==> src/rtl/div_sched.sv <==
// rtl/div_sched.sv - two-requester round-robin scheduler for a shared multi-cycle divider
// Optional zero-divisor flag outputs enabled by DIV_SCHED_ZERO_FLAG_EN.
module div_sched #(
    parameter int DATA_W     = 32,
    parameter int GAP_CYCLES = 2
) (
    input  logic                clk,
    input  logic                rst,
    input  logic                req0_valid,
    input  logic                req0_signed,
    input  logic [DATA_W-1:0]   req0_dividend,
    input  logic [DATA_W-1:0]   req0_divisor,
    input  logic                req0_cancel,
    output logic                req0_stall,
    output logic                req0_done,
    output logic [2*DATA_W-1:0] req0_res,
    input  logic                req1_valid,
    input  logic                req1_signed,
    input  logic [DATA_W-1:0]   req1_dividend,
    input  logic [DATA_W-1:0]   req1_divisor,
    input  logic                req1_cancel,
    output logic                req1_stall,
    output logic                req1_done,
    output logic [2*DATA_W-1:0] req1_res,
`ifdef DIV_SCHED_ZERO_FLAG_EN
    output logic                req0_div0,
    output logic                req1_div0,
`endif
    output logic                div_start_out,
    output logic                div_cancel_out,
    output logic                div_signed_out,
    output logic [DATA_W-1:0]   div_dived_out,
    output logic [DATA_W-1:0]   div_div_out,
    input  logic [2*DATA_W-1:0] div_res_in,
    input  logic                div_ready_in
);

    localparam logic [1:0] S_IDLE = 2'd0;
    localparam logic [1:0] S_RUN  = 2'd1;
    localparam logic [1:0] S_GAP  = 2'd2;

    localparam int            GW       = (GAP_CYCLES > 1) ? $clog2(GAP_CYCLES) : 1;
    localparam logic [GW-1:0] GAP_LAST = GW'(GAP_CYCLES - 1);

    logic [1:0]          r_state;
    logic                r_rr;
    logic                r_owner;
    logic [GW-1:0]       r_gap;
    logic                r_done0;
    logic                r_done1;
    logic [2*DATA_W-1:0] r_res0;
    logic [2*DATA_W-1:0] r_res1;
    logic                r_start;
    logic                r_cancel;
    logic                r_signed;
    logic [DATA_W-1:0]   r_dived;
    logic [DATA_W-1:0]   r_div;
`ifdef DIV_SCHED_ZERO_FLAG_EN
    logic                r_zero;
    logic                r_div0_0;
    logic                r_div0_1;
`endif

    logic              w_cand0;
    logic              w_cand1;
    logic              w_grant_idx;
    logic              w_owner_cancel;
    logic              w_sel_signed;
    logic [DATA_W-1:0] w_sel_dived;
    logic [DATA_W-1:0] w_sel_div;

    assign w_cand0 = req0_valid & ~req0_cancel;
    assign w_cand1 = req1_valid & ~req1_cancel;
    // With both candidates the pointer decides; otherwise the lone candidate wins.
    assign w_grant_idx    = (w_cand0 & w_cand1) ? r_rr : w_cand1;
    assign w_owner_cancel = r_owner ? req1_cancel : req0_cancel;
    assign w_sel_signed   = w_grant_idx ? req1_signed   : req0_signed;
    assign w_sel_dived    = w_grant_idx ? req1_dividend : req0_dividend;
    assign w_sel_div      = w_grant_idx ? req1_divisor  : req0_divisor;

    always_ff @(posedge clk or posedge rst) begin
        if (rst) begin
            r_state  <= S_IDLE;
            r_rr     <= 1'b0;
            r_owner  <= 1'b0;
            r_gap    <= '0;
            r_done0  <= 1'b0;
            r_done1  <= 1'b0;
            r_res0   <= '0;
            r_res1   <= '0;
            r_start  <= 1'b0;
            r_cancel <= 1'b0;
            r_signed <= 1'b0;
            r_dived  <= '0;
            r_div    <= '0;
`ifdef DIV_SCHED_ZERO_FLAG_EN
            r_zero   <= 1'b0;
            r_div0_0 <= 1'b0;
            r_div0_1 <= 1'b0;
`endif
        end else begin
            r_done0  <= 1'b0;
            r_done1  <= 1'b0;
            r_cancel <= 1'b0;
            case (r_state)
                S_IDLE: begin
                    if (w_cand0 | w_cand1) begin
                        r_owner  <= w_grant_idx;
                        r_rr     <= ~w_grant_idx;
                        r_signed <= w_sel_signed;
                        r_dived  <= w_sel_dived;
                        r_div    <= w_sel_div;
`ifdef DIV_SCHED_ZERO_FLAG_EN
                        r_zero   <= (w_sel_div == '0);
`endif
                        r_start  <= 1'b1;
                        r_state  <= S_RUN;
                    end
                end
                S_RUN: begin
                    // Cancel takes priority even when the result lands in the same cycle.
                    if (w_owner_cancel) begin
                        r_start  <= 1'b0;
                        r_cancel <= 1'b1;
                        r_gap    <= '0;
                        r_state  <= S_GAP;
                    end else if (div_ready_in) begin
                        r_start <= 1'b0;
                        r_gap   <= '0;
                        r_state <= S_GAP;
                        if (r_owner) begin
                            r_res1   <= div_res_in;
                            r_done1  <= 1'b1;
`ifdef DIV_SCHED_ZERO_FLAG_EN
                            r_div0_1 <= r_zero;
`endif
                        end else begin
                            r_res0   <= div_res_in;
                            r_done0  <= 1'b1;
`ifdef DIV_SCHED_ZERO_FLAG_EN
                            r_div0_0 <= r_zero;
`endif
                        end
                    end
                end
                S_GAP: begin
                    if (r_gap == GAP_LAST) begin
                        r_gap   <= '0;
                        r_state <= S_IDLE;
                    end else begin
                        r_gap <= r_gap + GW'(1);
                    end
                end
                default: r_state <= S_IDLE;
            endcase
        end
    end

    assign req0_done      = r_done0;
    assign req1_done      = r_done1;
    assign req0_res       = r_res0;
    assign req1_res       = r_res1;
    assign req0_stall     = req0_valid & ~req0_cancel & ~r_done0;
    assign req1_stall     = req1_valid & ~req1_cancel & ~r_done1;
    assign div_start_out  = r_start;
    assign div_cancel_out = r_cancel;
    assign div_signed_out = r_signed;
    assign div_dived_out  = r_dived;
    assign div_div_out    = r_div;
`ifdef DIV_SCHED_ZERO_FLAG_EN
    assign req0_div0      = r_div0_0;
    assign req1_div0      = r_div0_1;
`endif

endmodule

==> config.mk <==
export PLATFORM = sky130hd
export DESIGN_NAME = div_sched
export DESIGN_NICKNAME = d
export VERILOG_FILES = /design/src/rtl/div_sched.sv
export SDC_FILE = /design/constraint.sdc
export NUM_CORES = 1
export LEC_CHECK = 0
export CAP_MARGIN = 25
export CORE_AREA = 2 2 158 160
export CTS_CLUSTER_DIAMETER = 80
export DETAILED_ROUTE_END_ITERATION = 16
export DIE_AREA = 0 0 160 162
export PLACE_DENSITY_LB_ADDON = 0.08
export RECOVER_POWER = 100
export SYNTH_ARGS = -nofsm -noshare
export SYNTH_HDL_FRONTEND = slang
export SYNTH_SLANG_ARGS = --single-unit
==> constraint.sdc <==
create_clock -name clk -period 9.3 [get_ports clk]
set_input_delay 1.395 -clock clk [delete_from_list [all_inputs] [get_ports clk]]
set_output_delay 1.395 -clock clk [all_outputs]
set_load 0.03 [all_outputs]
After elaboration in Yosys (flattened, before gate mapping)
Cells that the tools add are included.
{"block": "classes", "n_addsub": 1, "n_eq_ne": 5, "mux": 26, "bitwise_logic": 13, "n_reduce_logical": 9}
{"operator": "$mux W32", "count": 2}
{"operator": "$mux W1", "count": 17}
{"operator": "$mux W2", "count": 4}
{"operator": "$reduce_and A4 Y1", "count": 2}
{"operator": "$not A1 Y1", "count": 7}
{"operator": "$pmux W2 S3", "count": 1}
{"operator": "$reduce_and A3 Y1", "count": 2}
{"operator": "$and A1 B1 Y1", "count": 5}
{"operator": "$ne A2 B2 Y1 const B", "count": 2}
{"operator": "$pmux W1 S2", "count": 2}
{"operator": "$reduce_and A2 Y1", "count": 2}
{"operator": "$reduce_bool A2 Y1", "count": 2}
{"operator": "$ne A3 B3 Y1 const B", "count": 1}
{"operator": "$eq A2 B1 Y1 const B", "count": 1}
{"operator": "$eq A2 B2 Y1 const B", "count": 1}
{"operator": "$logic_not A2 Y1", "count": 1}
{"operator": "$add A1 B1 Y1 const B", "count": 1}
{"operator": "$or A1 B1 Y1", "count": 1}
{"block": "word_totals", "ff_bits": 202, "input_bits": 201}

Depth between registers and ports, before layout
Gate-level depths: netlist of run 1.
{"block": "depth", "depth_word": 5, "ltp_mapped": 6}

Worst setup path after synthesis of run 1
No wires, ideal clock.
{"block": "synth_path", "path_kind": "input to output", "startpoint": "input req1_cancel", "endpoint": "output req1_stall", "t_arrival_ns": 1.959, "t_required_ns": 7.905, "slack_ns": 5.946, "cell_stages": 2, "n_path_buf": 0, "cell_sequence": "nand2b_1 > nor2_1"}
{"block": "synth_via", "elab_chain_len": 3}
{"element": "from (decl)", "line": "21", "rtl": "input logic req1_cancel,"}
{"element": "$not A1 Y1", "line": "164", "rtl": "assign req1_stall = req1_valid & ~req1_cancel & ~r_done1;"}
{"element": "$and A1 B1 Y1 (2 in series)", "line": "164"}
{"element": "to (decl)", "line": "22", "rtl": "output logic req1_stall,"}
Every way passes these cells.

==> flow_summary.yaml, run 1 <==
setup_path:
  crit_path_end_kind: "async pin"
  reg2reg_from: "r_state[1]"
  start_kind: "input pin"
  reg2reg_depth: 4
  reg2reg_slack_ns: 4.96
  crit_start: "rst"
  worstPathMaxFanout: 128
  cp-endpoint: "div_cancel_out"
  reg2reg_to: "req1_res[5]"
  cp.arrival_ns: 5.96
  crit_type: "input pin to async pin"
  crit_required_ns: 9.87
synth:
  synth_area_per_cell_um2: 15.23
  syn_inst: 535
  ys_warn_count: 0
  ys_seq_elements: 202
  synth_area_um2: 8147
  syn-num-nets: 736
  synth_cell_type_count: 28
  synth-seq-area-share: 0.6205
route:
  drt_first_pass_iters: 4
  vias_per_cell: 4.902
  ant_nets: 0
  drt-initial-drc-count: 297
  drc: 0
  post_drt_wl_per_cell_um: 20.50
  vias: 6211
  routed_wl_mm: 25.98
run:
  drv_cap: 4
cts:
  htree_levels: 1
  post_cts_buffers: 0
  clock_sinks: 202
  cts_buffers: 23
  cts_buffer_depth: 3
  path_clk_slew_ns: 0.05
  cts_tree: "yes"
  ctsHoldBuffers: 0
  clock_latency_ns: 0.50
  cts-root-buf: "clkbuf_16"
  post_cts_resized: 0
timing:
  worst_hold_slack_ns: 0.4832
  hold_viol: 0
  rsz0062_at_grt: "no"
  fin_crit_sh: 0.5790
  fin_crit_ns: 5.385
  skew_ns: 0.005964
  setup-violations-final: 0
  tightestPinTransition_ns: 3.834
  tns_ns: 0
  drv_slew: 320
  maxClockFrequency_mhz: 185.7
  slew_headroom: -1.556
global_route:
  grt_pass1_wl_mm: 39.77
  grt_start_max_net_pins: 129
  track_usage: 0.1958
  grt_overflow_total: 0
  antenna_found_initial: 2
  first_global_vias: 6684
die:
  rows: 57
  die_area_um2: 25920
  die_w_um: 160
  core_um2: 24110
  fp.dieH_um: 162
  start_util: 0.3380
  ioPinCount: 400
pwr:
  powerDensity_nw_per_um2: 356.4
  leakagePower_nw: 5.986
  peakVddDrop_mv: 0.1413
placed_design:
  hpwl_mm: 18.52
  gp_congestion: 0.8106
  placed_area_um2: 12430
  portBuffers: 399
final_layout:
  drive_above_1_share: 0.1328
  area_delta_synth_final_pct: 59.01
  layout.nets: 1125
  fin_util: 0.5374
  design_area_um2: 12950
run_status:
  violations: "max-capacitance violations, max-slew violations"
  outcome: "complete, but fails checks"
min_path:
  hp-class: "flip-flop to flip-flop"
-- metrics by stage --
stage	power, W	setup slack, ns	std cells
5_1_grt	0.004848	3.014	1267
2_1_floorplan	0.002887	2.394	535
3_3_place_gp	0.003968	5.068	1222
4_1_cts	0.004931	5.036	1265
3_5_place_dp	0.004003	5.037	1223
6_report	0.004617	3.915	1267
-- power by group --
part           total, W  switching [W]  internal (W)  leakage, nW
clock          0.000893       0.000349      0.000544        0.373
sequential      0.00151       0.000216       0.00129         2.52
combinational   0.00222        0.00129      0.000924         3.09
-- placed cells by master, fill, tap and decap left out, drive strengths merged --
master / synthesis / final
dfrtp: 202 / 202
dlygate4sd3: 0 / 202
clkdlybuf4s50: 0 / 197
mux2: 128 / 128
and3: 65 / 65
a221o: 65 / 65
clkbuf: 24 / 38
clkinv: 0 / 5
nor2: 4 / 4
buf: 19 / 4
inv: 4 / 4
nand2: 3 / 3
o21ai: 3 / 3
a21oi: 3 / 3
nand2b: 3 / 3
diode: 0 / 2
nor3b: 2 / 2
bufinv: 0 / 2
a211o: 1 / 1
nor4: 1 / 1
nor4b: 1 / 1
nand3b: 1 / 1
or4: 1 / 1
nor3: 1 / 1
mux2i: 1 / 1
clkinvlp: 0 / 1
a21o: 1 / 1
a22o: 1 / 1
or2: 1 / 1
-- layer usage --
metal | track usage | vias to the layer above | part of all wire
li1 | - | 2802 | -
met2 | 0.3394 | 279 | 0.50
met1 | 0.2314 | 3079 | 0.38
met4 | 0.07330 | 0 | 0.034
met3 | 0.05720 | 51 | 0.084
met5 | 0 | - | 0
-- Yosys cell counts --
library cell | instances | area (µm²)
and3_1 | 65 | 406.6
mux2_2 | 79 | 889.6
nor2_1 | 4 | 15.01
or4_4 | 1 | 11.26
nor4b_1 | 1 | 8.760
or2_2 | 1 | 6.260
buf_6 | 6 | 67.56
nand2b_2 | 1 | 8.760
mux2_4 | 49 | 735.7
nor3_1 | 1 | 5.000
nor4_1 | 1 | 6.260
a211o_1 | 1 | 8.760
a21o_1 | 1 | 7.510
clkbuf_1 | 23 | 86.33
a22o_1 | 1 | 8.760
nand3b_1 | 1 | 7.510
a21oi_1 | 3 | 15.01
nor3b_1 | 2 | 15.01
buf_1 | 2 | 7.510
o21ai_0 | 3 | 15.01
a221o_1 | 65 | 650.6
clkbuf_2 | 1 | 5.000
dfrtp_1 | 202 | 5055
nand2b_1 | 2 | 12.51
mux2i_1 | 1 | 10.01
buf_2 | 11 | 55.05
nand2_1 | 3 | 11.26
inv_1 | 4 | 15.01
-- critical path: stages --
cell	delay, ns
dlygate4sd3_1	0.55
clkinvlp_2	0.74
clkbuf_2	2.32
buf_4	0.82
-- state kept, by name, indices dropped and copies added (netlist names), 2 cells and up --
signal         flops
req1_res          64
req0_res          64
r_state            2
div_div_out       32
div_dived_out     32
-- final cells by class --
class / count / area, µm²
Timing Repair Buffer: 407 / 4040
Inverter: 4 / 16.27
Multi-Input combinational cell: 286 / 2681
Clock inverter: 8 / 93.84
Fill cell: 2098 / 11150
Clock buffer: 34 / 656.9
Antenna cell: 2 / 5.005
Tap cell: 324 / 405.4
Sequential cell: 202 / 5055
-- worst min-delay path by stage --
stage	startpoint	end	cells past startpoint	slack, ns
after detailed placement	req0_res[39]	req0_res[39]	1	0.49
after CTS	req0_res[52]	req0_res[52]	1	0.51
final	req0_res[41]	req0_res[41]	1	0.48
after floorplan	r_gap	r_gap	2	0.49
after global routing	req0_res[26]	req0_res[26]	1	0.50
after global placement	req1_res[25]	req1_res[25]	1	0.49
-- cell families (layout without fill, tap and decap cells) --
logic type / after synthesis / count (layout) / share of synthesized area
AO/OA/AOI/OAI: 74 / 74 / 0.08662
AND/OR/NAND/NOR: 83 / 83 / 0.06312
flip-flops: 202 / 202 / 0.6205
multiplexers: 129 / 129 / 0.2007
buffers and inverters: 47 / 453 / 0.02903
other: 0 / 2 / 0
Power figures use the tool's default switching activity.
==> run 2, diff against run 1 <==
==> constraint.sdc (replaced) <==
create_clock -name clk -period 5.63 [get_ports clk]
set_input_delay 0.8445 -clock clk [delete_from_list [all_inputs] [get_ports clk]]
set_output_delay 0.8445 -clock clk [all_outputs]
set_load 0.03 [all_outputs]
==> run 2 against run 1 <==
Final area is 0.75% higher. Clock skew is 0.0075 ns higher. The run still ends with max-capacitance violations, max-slew violations left. Largest cell class unchanged. Critical endpoint is now div_dived_out[20]. Combinational power is 64% higher.
==> flow_summary.yaml, run 2 (same netlist as run 1, synthesis figures left out) <==
run_status:
  violations: "max-capacitance violations, max-slew violations"
  outcome: "complete, but fails checks"
timing:
  skew_ns: 0.01345
  drv_slew: 50
  tns_ns: 0
  fin_crit_sh: 0.6462
  fin_crit_ns: 3.638
  setup-violations-final: 0
  hold_viol: 0
  slew_headroom: -0.8561
  rsz0062_at_grt: "no"
  tightestPinTransition_ns: 2.784
  worst_hold_slack_ns: 0.4847
  maxClockFrequency_mhz: 274.9
placed_design:
  gp_congestion: 0.7986
  hpwl_mm: 18.36
  portBuffers: 399
die:
  fp.dieH_um: 162
  core_um2: 24110
  start_util: 0.3380
  rows: 57
  die_area_um2: 25920
  die_w_um: 160
  ioPinCount: 400
global_route:
  grt_pass1_wl_mm: 39.91
  antenna_found_initial: 5
  first_global_vias: 6816
  grt_overflow_total: 0
  grt_start_max_net_pins: 113
  track_usage: 0.1959
final_layout:
  layout.nets: 1126
  n_fill_cell: 2092
  mostFrequentLayoutCells: "dfrtp_1 (202), dlygate4sd3_1 (202), clkdlybuf4s50_1 (197)"
  drive_above_1_share: 0.1433
  fin_util: 0.5414
  area_delta_synth_final_pct: 60.21
route:
  drc: 0
  met3_length_mm: 2.060
  post_drt_wl_per_cell_um: 20.31
  drt_first_pass_iters: 4
  drt-initial-drc-count: 278
  vias_per_cell: 4.861
  routed_wl_mm: 25.79
  wl_met1_mm: 9.966
  met2_length_mm: 13.03
  vias: 6174
  ant_nets: 0
  routed.top_layer: "met5"
pwr:
  p_clk_frac: 0.203
  powerDensity_nw_per_um2: 589.6
  swShare: 0.3997
  power_frac_seq: 0.324
  p_switching_w: 0.003076
  p_int_w: 0.004619
  combinationalPowerShare: 0.473
  peakVddDrop_mv: 0.2919
  leakagePower_nw: 6.037
cts:
  cts-root-buf: "clkbuf_16"
  ctsHoldBuffers: 0
  post_cts_buffers: 0
  htree_levels: 1
  path_clk_slew_ns: 0.06
  clock_sinks: 202
  cts_buffer_depth: 3
  cts_tree: "yes"
  cts_buffers: 23
  post_cts_resized: 0
  clock_latency_ns: 0.51
setup_path:
  worstPathCellList: "dlygate4sd3_1 -> clkinvlp_4 -> clkbuf_1 -> buf_4"
  crit_start: "rst"
  crit_buf_inv: 4
  crit_type: "input pin to async pin"
  crit_required_ns: 6.23
  reg2reg_from: "r_state[1]"
  cp_top_family: "buffers and inverters"
  crit_path_end_kind: "async pin"
  worstPathMaxFanout: 50
  cp.arrival_ns: 4.24
  max_stage_delay_ns: 1.95
  cp_slowest_cell: "clkbuf_1"
  start_kind: "input pin"
run:
  drv_cap: 1
min_path:
  hp-start: "req0_res[23]"
  hp-class: "flip-flop to flip-flop"
==> run 2: changes by cell type in the layout (fill, tap and decap cells not counted), sizes merged <==
| cell | before | now |
|---|---|---|
| diode | 2 | 4 |
| buf | 4 | 7 |
| clkbuf | 38 | 34 |
| bufinv | 2 | 3 |
| clkinvlp | 1 | 2 |
==> run 2: final timing paths <==
path	end	slack (ns)	depth (start not counted)
worst min register to register	req0_res[23]	0.48	1
worst max-delay path	div_dived_out[20]	1.99	4
min in group asynchronous	div_dived_out[9]	1.88	3
worst max register to register	req0_res[6]	2.45	4
max in group clk	req0_res[6]	2.09	4
worst min-delay path	req0_res[23]	0.48	1
==> run 2: power by group through the flow <==
stage / Combinational (W) / Sequential [W] / Clock (W)
after global placement: 0.00403 / 0.00252 / 0
after floorplan: 0.000953 / 0.00382 / 0
after global routing: 0.00381 / 0.00259 / 0.00168
after detailed placement: 0.00406 / 0.00254 / 0
final: 0.00364 / 0.00249 / 0.00156
after CTS: 0.00407 / 0.00254 / 0.00161
==> run 2: cell type report <==
| cell class | count | area (µm²) | area share |
|---|---|---|---|
| Sequential cell | 202 | 5055 | 0.3873 |
| Timing Repair Buffer | 408 | 4068 | 0.3117 |
| Multi-Input combinational cell | 286 | 2694 | 0.2064 |
| Clock buffer | 32 | 669.4 | 0.05129 |
| Tap cell | 324 | 405.4 | 0.03106 |
| Clock inverter | 10 | 131.4 | 0.01007 |
| Inverter | 4 | 18.77 | 0.001438 |
| Antenna cell | 4 | 10.01 | 0.0007669 |
==> run 2: per-stage QoR <==
step	area [µm²]	instances	setup slack, ns	total power (W)
finish	13050	1270	1.992	0.007695
global route	13050	1270	1.348	0.008076
CTS	13230	1266	2.466	0.008216
detailed placement	12430	1224	2.466	0.006598
global placement	12430	1224	2.494	0.006549
floorplan	8150	535	2.169	0.004770
==> run 2: per-layer routing <==
| metal | global-route usage | vias up |
|---|---|---|
| li1 | - | 2804 |
| met1 | 0.2306 | 3071 |
| met4 | 0.06634 | 2 |
| met3 | 0.05873 | 38 |
| met2 | 0.3430 | 259 |
| met5 | 0 | - |
==> run 3, diff against run 2 <==
--- a/config.mk
+++ b/config.mk
@@ -6,10 +6,10 @@
 export NUM_CORES = 1
 export LEC_CHECK = 0
 export CAP_MARGIN = 25
-export CORE_AREA = 2 2 158 160
+export CORE_AREA = 2 2 156 158
 export CTS_CLUSTER_DIAMETER = 80
 export DETAILED_ROUTE_END_ITERATION = 16
-export DIE_AREA = 0 0 160 162
+export DIE_AREA = 0 0 158 160
 export PLACE_DENSITY_LB_ADDON = 0.08
 export RECOVER_POWER = 100
 export SYNTH_ARGS = -nofsm -noshare
==> constraint.sdc (replaced) <==
create_clock -name clk -period 3.3 [get_ports clk]
set_input_delay 0.495 -clock clk [delete_from_list [all_inputs] [get_ports clk]]
set_output_delay 0.495 -clock clk [all_outputs]
set_load 0.03 [all_outputs]
==> run 3 against run 2 <==
The run now ends clean. Clock-buffer cell count rose by 2. Register-to-register slack got worse by 1.7 ns. Sequential power rose by 71%. Final area fell by 0.45%. Utilization rose by 0.40 points. Total power rose by 69%. Routed wire length fell by 1.3%. Worst hold slack got worse by 0.00099 ns. Global-route usage rose by 0.17 points. Critical endpoint is now div_div_out[19]. Largest power group unchanged.
==> flow_summary.yaml, run 3 (same netlist as run 1, synthesis figures left out) <==
timing:
  fin_crit_ns: 2.648
  slew_headroom: 0.02283
  setup-violations-final: 0
  maxClockFrequency_mhz: 377.6
  tns_ns: 0
  tightestPinTransition_ns: 1.466
  hold_viol: 0
  drv_slew: 0
  fin_crit_sh: 0.8025
  worst_hold_slack_ns: 0.4837
  skew_ns: 0.01086
  rsz0062_at_grt: "no"
global_route:
  antenna_found_initial: 2
  grt_overflow_total: 0
  grt_start_max_net_pins: 108
  track_usage: 0.1976
  first_global_vias: 6728
  grt_pass1_wl_mm: 38.63
final_layout:
  area_delta_synth_final_pct: 59.48
  mostFrequentLayoutCells: "dfrtp_1 (202), dlygate4sd3_1 (200), clkdlybuf4s50_1 (199)"
  n_fill_cell: 2067
  drive_above_1_share: 0.1363
  layout.nets: 1125
  final_common_cell: "dfrtp_1"
  fin_util: 0.5454
  seqCellArea_um2: 5055
  multi_input_area_um2: 2673
min_path:
  hp-class: "flip-flop to flip-flop"
route:
  ant_nets: 0
  drt_first_pass_iters: 4
  vias_per_cell: 4.866
  routed_wl_mm: 25.46
  drt-initial-drc-count: 270
  vias: 6155
  drc: 0
  post_drt_wl_per_cell_um: 20.12
die:
  ioPinCount: 400
  rows: 57
  fp.dieH_um: 160
  core_um2: 23820
  die_w_um: 158
  start_util: 0.3420
  die_area_um2: 25280
setup_path:
  start_kind: "input pin"
  crit_path_end_kind: "flip-flop"
  crit_required_ns: 3.68
  cp.arrival_ns: 3.02
  reg2reg_slack_ns: 0.76
  crit_type: "input pin to flip-flop"
  worstPathMaxFanout: 54
cts:
  clock_sinks: 202
  post_cts_buffers: 0
  clock_latency_ns: 0.50
  ctsHoldBuffers: 0
  htree_levels: 1
  cts-root-buf: "clkbuf_16"
  cts_buffer_depth: 3
  post_cts_resized: 0
  cts_buffers: 23
  path_clk_slew_ns: 0.06
  cts_tree: "yes"
pwr:
  peakVddDrop_mv: 0.4449
  leakagePower_nw: 6.010
  powerDensity_nw_per_um2: 998.5
placed_design:
  portBuffers: 399
  gp_congestion: 0.8349
  hpwl_mm: 18.05
run:
  drv_cap: 0
run_status:
  outcome: "complete, no violations"
## run 3: worst max-delay path, cell delays in order
cell,delay (ns)
clkdlybuf4s50_1,0.45
nand2b_1,0.21
a211o_1,0.53
clkbuf_2,0.73
a221o_1,0.58
## run 3: report_power, final
part	internal, W	total (W)	switching, W
Combinational	0.00259	0.00620	0.00361
Clock	0.00153	0.00252	0.000994
Sequential	0.00363	0.00425	0.000613
## run 3: worst paths after layout
| check | start | endpoint | cells past startpoint |
|---|---|---|---|
| worst max-delay path | req1_cancel | div_div_out[19] | 5 |
| worst min-delay path | req0_res[32] | req0_res[32] | 1 |
| worst max register to register | r_state[1] | req0_res[10] | 4 |
| worst min register to register | req0_res[32] | req0_res[32] | 1 |
| max in group asynchronous | rst | req0_res[3] | 3 |
| min in group asynchronous | rst | div_dived_out[25] | 3 |
## run 3: stage by stage
| step | setup WS, ns | total power (W) | instance area (µm²) | cells |
|---|---|---|---|---|
| after floorplan | 0.1887 | 0.008137 | 8150 | 535 |
| after global placement | 0.8635 | 0.01117 | 12480 | 1223 |
| after detailed placement | 0.8389 | 0.01129 | 12480 | 1223 |
| after CTS | 0.8389 | 0.01390 | 13230 | 1263 |
| after global routing | 0.4721 | 0.01362 | 12990 | 1265 |
| final | 0.6517 | 0.01297 | 12990 | 1265 |
## run 3: routing by layer
layer / vias up / track usage / routed length, µm
li1: 2793 / - / -
met1: 3043 / 0.2242 / 9409
met2: 281 / 0.3504 / 13090
met3: 38 / 0.06350 / 2334
met4: 0 / 0.06224 / 622
met5: - / 0 / 0
## run 3: final cells by class
class                   instances  share of cell area
clock buffers                  34             0.05364
diodes                          2           0.0003852
repair buffers                407              0.3145
well taps                     324             0.03120
clock inverters                 6            0.004237
multi-input cells             286              0.2057
inverters                       4            0.001252
flip-flops and latches        202              0.3891
